$ cat config.mk
export PLATFORM = sky130hd
export DESIGN_NAME = iq_dump_decimator
export DESIGN_NICKNAME = d
export VERILOG_FILES = /design/src/rtl/iq_dump_decimator.sv
export SDC_FILE = /design/constraint.sdc
export NUM_CORES = 1
export LEC_CHECK = 0
export ABC_AREA = 0
export CORE_MARGIN = 2
export CORE_UTILIZATION = 59
export DETAILED_ROUTE_END_ITERATION = 10
export GPL_TIMING_DRIVEN = 0
export PLACE_DENSITY = 0.8
export SYNTH_ARGS = -nofsm -noshare
export SYNTH_HDL_FRONTEND = slang
export SYNTH_SLANG_ARGS = --single-unit
$ cat constraint.sdc
create_clock -name clk -period 3.25 [get_ports clk]
set_clock_uncertainty 0.1 [all_clocks]
set_input_delay 0.65 -clock clk [delete_from_list [all_inputs] [get_ports clk]]
set_output_delay 0.65 -clock clk [all_outputs]
set_load 0.01 [all_outputs]
$ cat src/rtl/iq_dump_decimator.sv
// Integrate-and-dump decimator for an interleaved I/Q stream (re then im per pair).
// Define IQ_DECIM_AVG_EN to emit averages (sum >>> LOG2_DECIM) instead of full sums.
module iq_dump_decimator #(
  parameter int DW         = 12,
  parameter int LOG2_DECIM = 4,
  parameter int OW         = DW + LOG2_DECIM
) (
  input  logic                 clk,
  input  logic                 rst,
  input  logic signed [DW-1:0] data_i,
  input  logic                 valid_i,
  output logic signed [OW-1:0] data_o,
  output logic                 valid_o,
  output logic                 err_o
);

  // Handshake: valid_i has no back-pressure; each pair is two consecutive valid
  // cycles (re, im). valid_o frames each output pair the same way, one cycle per word.
  localparam int DECIM = 1 << LOG2_DECIM;

  typedef enum logic {WAIT_RE = 1'b0, WAIT_IM = 1'b1} state_t;

  state_t                 state_q, state_d;
  logic signed [DW-1:0]   re_hold_q, re_hold_d;
  logic signed [OW-1:0]   acc_re_q, acc_im_q;
  logic [LOG2_DECIM-1:0]  cnt_q;
  logic signed [OW-1:0]   data_q, im_pend_q;
  logic                   valid_q, err_q, seq_q;

  logic                   accept, frame_err, dump;
  logic signed [OW-1:0]   sum_re, sum_im, out_re, out_im;

  always_comb begin
    state_d   = state_q;
    re_hold_d = re_hold_q;
    accept    = 1'b0;
    frame_err = 1'b0;
    case (state_q)
      WAIT_RE: begin
        if (valid_i) begin
          re_hold_d = data_i;
          state_d   = WAIT_IM;
        end
      end
      WAIT_IM: begin
        state_d = WAIT_RE;
        if (valid_i) begin
          accept = 1'b1;
        end else begin
          frame_err = 1'b1;
          re_hold_d = '0;
        end
      end
      default: state_d = WAIT_RE;
    endcase
  end

  // Sign-extended running sums including the pair being accepted this cycle.
  assign sum_re = acc_re_q + OW'(re_hold_q);
  assign sum_im = acc_im_q + OW'(data_i);
  assign dump   = accept && (cnt_q == LOG2_DECIM'(DECIM - 1));

`ifdef IQ_DECIM_AVG_EN
  assign out_re = sum_re >>> LOG2_DECIM;
  assign out_im = sum_im >>> LOG2_DECIM;
`else
  assign out_re = sum_re;
  assign out_im = sum_im;
`endif

  always_ff @(posedge clk) begin
    if (!rst) begin
      state_q   <= WAIT_RE;
      re_hold_q <= '0;
      acc_re_q  <= '0;
      acc_im_q  <= '0;
      cnt_q     <= '0;
      data_q    <= '0;
      im_pend_q <= '0;
      valid_q   <= 1'b0;
      err_q     <= 1'b0;
      seq_q     <= 1'b0;
    end else begin
      state_q   <= state_d;
      re_hold_q <= re_hold_d;
      err_q     <= frame_err;
      if (accept) begin
        if (dump) begin
          acc_re_q <= '0;
          acc_im_q <= '0;
          cnt_q    <= '0;
        end else begin
          acc_re_q <= sum_re;
          acc_im_q <= sum_im;
          cnt_q    <= cnt_q + 1'b1;
        end
      end
      // Output sequencer: re on the cycle after the dump, im on the next one.
      if (dump) begin
        valid_q   <= 1'b1;
        data_q    <= out_re;
        im_pend_q <= out_im;
        seq_q     <= 1'b1;
      end else if (seq_q) begin
        data_q <= im_pend_q;
        seq_q  <= 1'b0;
      end else begin
        valid_q <= 1'b0;
      end
    end
  end

  assign data_o  = data_q;
  assign valid_o = valid_q;
  assign err_o   = err_q;

endmodule

; ---- After elaboration in Yosys (flattened, before gate mapping)
; Cells that the tools add are included.
[word_totals]
ff_bits = 84
in_bits = 15
output_inout_bits = 18
[op_classes]
n_mux = 15
eq_ne = 4
n_reduce_logical = 4
bitwise_logic = 1
add_sub_neg = 3
[op_table]
columns = op, n
row1 = 16-bit two-way mux, 4
row2 = 16-bit by 12-bit adder with 16-bit output, 2
row3 = 12-bit two-way mux, 2
row4 = 12-bit one-hot mux with 2 select lines, 1
row5 = 1-bit two-way mux, 6
row6 = 4-bit by 1-bit adder with 4-bit output (second input constant), 1
row7 = 4-bit == test (second input constant), 1
row8 = 4-bit two-way mux, 1
row9 = 2-bit inequality test (second input constant), 2
row10 = 2-bit AND reduction, 2
row11 = 2-bit by 1-bit inequality test with 1-bit output (second input constant), 1
row12 = 1-bit one-hot mux with 2 select lines, 1
row13 = 2-bit nonzero test, 1
row14 = 1-bit logical AND, 1
row15 = 1-bit inverter, 1

; ---- Logic depth before layout (Yosys ltp)
[depth]
ltp_word = 4
depth_mapped = 9

; ---- Worst setup path after synthesis
; Ideal clock, no wire load.
[synth_timing]
path_type = in2reg
startpoint = input port data_i[11]
endpoint = register acc_im_q[15]
path_slack_ps = 660
t_arrival_ps = 2373
setup_ps = 117
cell_stages = 8
cell_sequence = ha_1 -> o21ai_1 -> nand2b_1 -> a21o_1 -> a21o_1 -> and3_1 -> a2111o_1 -> a22o_1
[synth_via]
elab_chain_len = 2
[synth_lines]
columns = item, line_no
row1 = "start, declared", 10  ; input logic signed [DW-1:0] data_i,
row2 = 16-bit by 12-bit adder with 16-bit output, 60  ; assign sum_im = acc_im_q + OW'(data_i);
row3 = 16-bit two-way mux, 88  ; if (dump) begin
row4 = "end signal, assigned", 94  ; acc_im_q <= sum_im;
row5 = "end, declared", 25  ; logic signed [OW-1:0] acc_re_q, acc_im_q;
; Every way passes these cells.
; A chain may end at the register's enable or synchronous reset.

; ---- Worst setup path after layout
[layout_timing]
startpoint = input port data_i[0]
endpoint = register acc_im_q[12]
; The elaborated chain is that of the path after synthesis.

==> out/metrics.csv <==
metric,value,unit
status,"complete, no violations",
synth_cells,534,
ant_nets,0,
synthArstFlopShare,0,%
ys.warnings.count,0,
intPower,1.44,mW
worstRegToRegCells,9,
synth_top_area_cell,dfxtp_1,
nFillCells,627,
r2r_slack,550,ps
seq_power_share,53.3,%
port_buffers,32,
cts_resized,0,
tns,0,ps
track_usage,28.7,%
area_growth,12.9,%
htree_levels,3,
r2r-end,acc_re_q[14],
cts_buffers,9,
irDropWorstVdd,0.228,mV
cts_hold_buffers,0,
cp-start-kind,input port,
drt-initial-drc-count,329,
min_path_type,reg -> reg,
synthFlopType,dfxtp_1,
regToRegStartpoint,re_hold_q[0],
seq_area_frac_synth,35.6,%
syn-num-nets,583,
ioPinCount,33,
worstPathArrival,3160,ps
ys_top_cells_by_area,"dfxtp_1, ha_1, nand2_1, a21oi_1, nor2b_1",
crit_type,in -> reg,
cellLeakagePower,2.30,nW
synth_edf_count,0,
initial_utilization,61.1,%
tightest_slew,664,ps
grt_pass1_wl,19400,um
wire_per_inst,17.7,um
diodes,0,
crit_path_end,acc_im_q[12],
die_area,8730,um^2
drv_cap,0,
slew_headroom,55.7,%
cts_setup_buffers,0,
swShare,28.2,%
rsz0062_at_grt,no,
drtPass1Iterations,5,
multiInputGateArea,2890,um^2
overflow,0,
num_rows,32,
fmax,330,MHz
yosys.area.top_type_share,35.6,%
final_hold_viol_count,0,
drc,0,
crit_path_start,data_i[0],
antenna_found_initial,0,
vias,4116,
wirelength,12100,um
maxSlewViolCount,0,
core_area,7730,um^2
dp_hpwl,9030,um
syn_avg_cell_area,8.84,um^2
ys_ff_latch,84,
clk_pin_slew,90,ps
yosysUniqueCellTypes,58,
finalSetupViolations,0,
die_h,93.4,um
critPathCaptureType,flip-flop,
clk_path_buf_depth,2,
grt_max_degree,14,
pwr-share-comb,14.1,%
insertion_delay,370,ps
drive_above_1_share,4.64,%
pre_cts_slack,-103,ps
fin_nets,626,
path_max_fanout,4,
period_share,93.2,%
regArea,1680,um^2
layout_min_cycle_time,3030,ps
place_congestion,0.893,
cts_tree,yes,
clkPwrFrac,32.5,%
via_per_inst,6.02,
fin_ws,220,ps
synth_area,4720,um^2
chipWidth,93.4,um
switching_power,0.567,mW
p_per_area,377,nW/um^2
clock-sinks,84,
crit_required,3380,ps
root_buffer,clkbuf_8,
grt_pass1_vias,3843,
-- final cells by class --
cell class / count / area share, %
well taps: 102 / 2.39
plain buffers: 28 / 2.00
clock inverters: 4 / 0.493
clock buffers: 12 / 2.54
repair buffers: 32 / 6.01
multi-input cells: 410 / 54.2
flip-flops and latches: 84 / 31.6
inverters: 12 / 0.845
-- kinds of logic after synthesis --
logic type	count (synthesis)	share of synthesized area (%)
mux	20	4.32
buf+inv	40	3.21
compound gates	162	24.3
fa+ha+maj	34	9.33
xor+xnor	30	5.57
simple gates	164	17.6
flops	84	35.6
-- worst max-delay path, cell delays in order --
cell,delay [ps]
clkdlybuf4s50_1,430
ha_1,240
fa_1,420
a211oi_1,360
o211ai_1,160
nand2_1,170
o21ai_0,140
a21oi_1,320
xor2_1,170
o21ai_0,90
-- cell usage after synthesis (2+ instances only) --
master	instances
dfxtp_1	84
nand2_1	54
a21oi_1	38
ha_1	32
nor2b_1	29
o21ai_0	24
clkbuf_1	22
nor2_1	18
a21boi_0	17
mux2i_1	17
nand3_1	17
xnor2_1	17
a21o_1	14
xor2_1	13
a22o_1	12
inv_1	12
o211a_1	11
and2_1	10
nand2b_1	10
and3_1	8
o22ai_1	8
nand4_1	7
buf_1	5
o211ai_1	4
o21ai_1	4
a211o_1	3
a211oi_1	3
mux2_2	3
nor3_1	3
a31oi_1	2
a41oi_1	2
fa_1	2
nor3b_1	2
o21a_1	2
o21bai_1	2
-- sequential cells by signal, indices dropped and copies added (netlist names) --
name,count
seq_q,1
data_o,16
im_pend_q,16
acc_re_q,16
state_q,1
err_o,1
acc_im_q,16
re_hold_q,12
valid_o,1
cnt_q,4
-- cell usage in the layout, fill, tap and decap left out, drive strengths merged, types with 11 or more instances in the layout --
| master | n |
|---|---|
| o211a | 11 |
| xnor2 | 17 |
| a21boi | 17 |
| clkdlybuf4s50 | 32 |
| a21o | 15 |
| a22o | 12 |
| clkbuf | 34 |
| nor2 | 18 |
| a21oi | 38 |
| mux2i | 17 |
| inv | 12 |
| nor2b | 29 |
| xor2 | 13 |
| ha | 32 |
| nand2 | 54 |
| o21ai | 29 |
| dfxtp | 84 |
| nand3 | 17 |
-- per-stage QoR --
step | instances | util (%) | instance area [um^2] | hold WS (ps) | power, mW
6_report | 684 | 69.0 | 5330 | 369 | 2.01
5_1_grt | 684 | 69.0 | 5330 | 391 | 2.08
4_1_cts | 684 | 69.0 | 5330 | 369 | 2.00
3_5_place_dp | 668 | 66.9 | 5170 | 350 | 1.37
3_3_place_gp | 668 | 66.9 | 5170 | 339 | 1.36
2_1_floorplan | 534 | - | 4720 | 329 | 1.28
-- routing by layer --
metal / vias up / track usage [%] / part of all wire, %
met1: 1972 / 40.7 / 48
met2: 116 / 45.4 / 46
met3: 16 / 4.27 / 5.0
met4: 0 / 8.09 / 1.3
li1: 2012 / - / -
met5: - / 0 / 0
-- how the worst min path moves through the flow --
stage	end	depth (start not counted)	startpoint
6_report	im_pend_q[1]	2	im_pend_q[1]
5_1_grt	acc_re_q[11]	2	acc_re_q[11]
4_1_cts	acc_re_q[11]	2	acc_re_q[11]
3_5_place_dp	acc_re_q[11]	2	acc_re_q[11]
3_3_place_gp	acc_im_q[10]	2	acc_im_q[10]
2_1_floorplan	acc_im_q[10]	2	acc_im_q[10]
-- power by group through the flow --
| stage | Clock, mW | Combinational, mW | Sequential, mW |
|---|---|---|---|
| after floorplan | 0 | 0.196 | 1.09 |
| after global placement | 0 | 0.269 | 1.09 |
| after detailed placement | 0 | 0.277 | 1.09 |
| after CTS | 0.652 | 0.279 | 1.07 |
| after global routing | 0.697 | 0.310 | 1.07 |
| final | 0.654 | 0.284 | 1.07 |
Note: power is estimated with default switching activity, not from simulation.
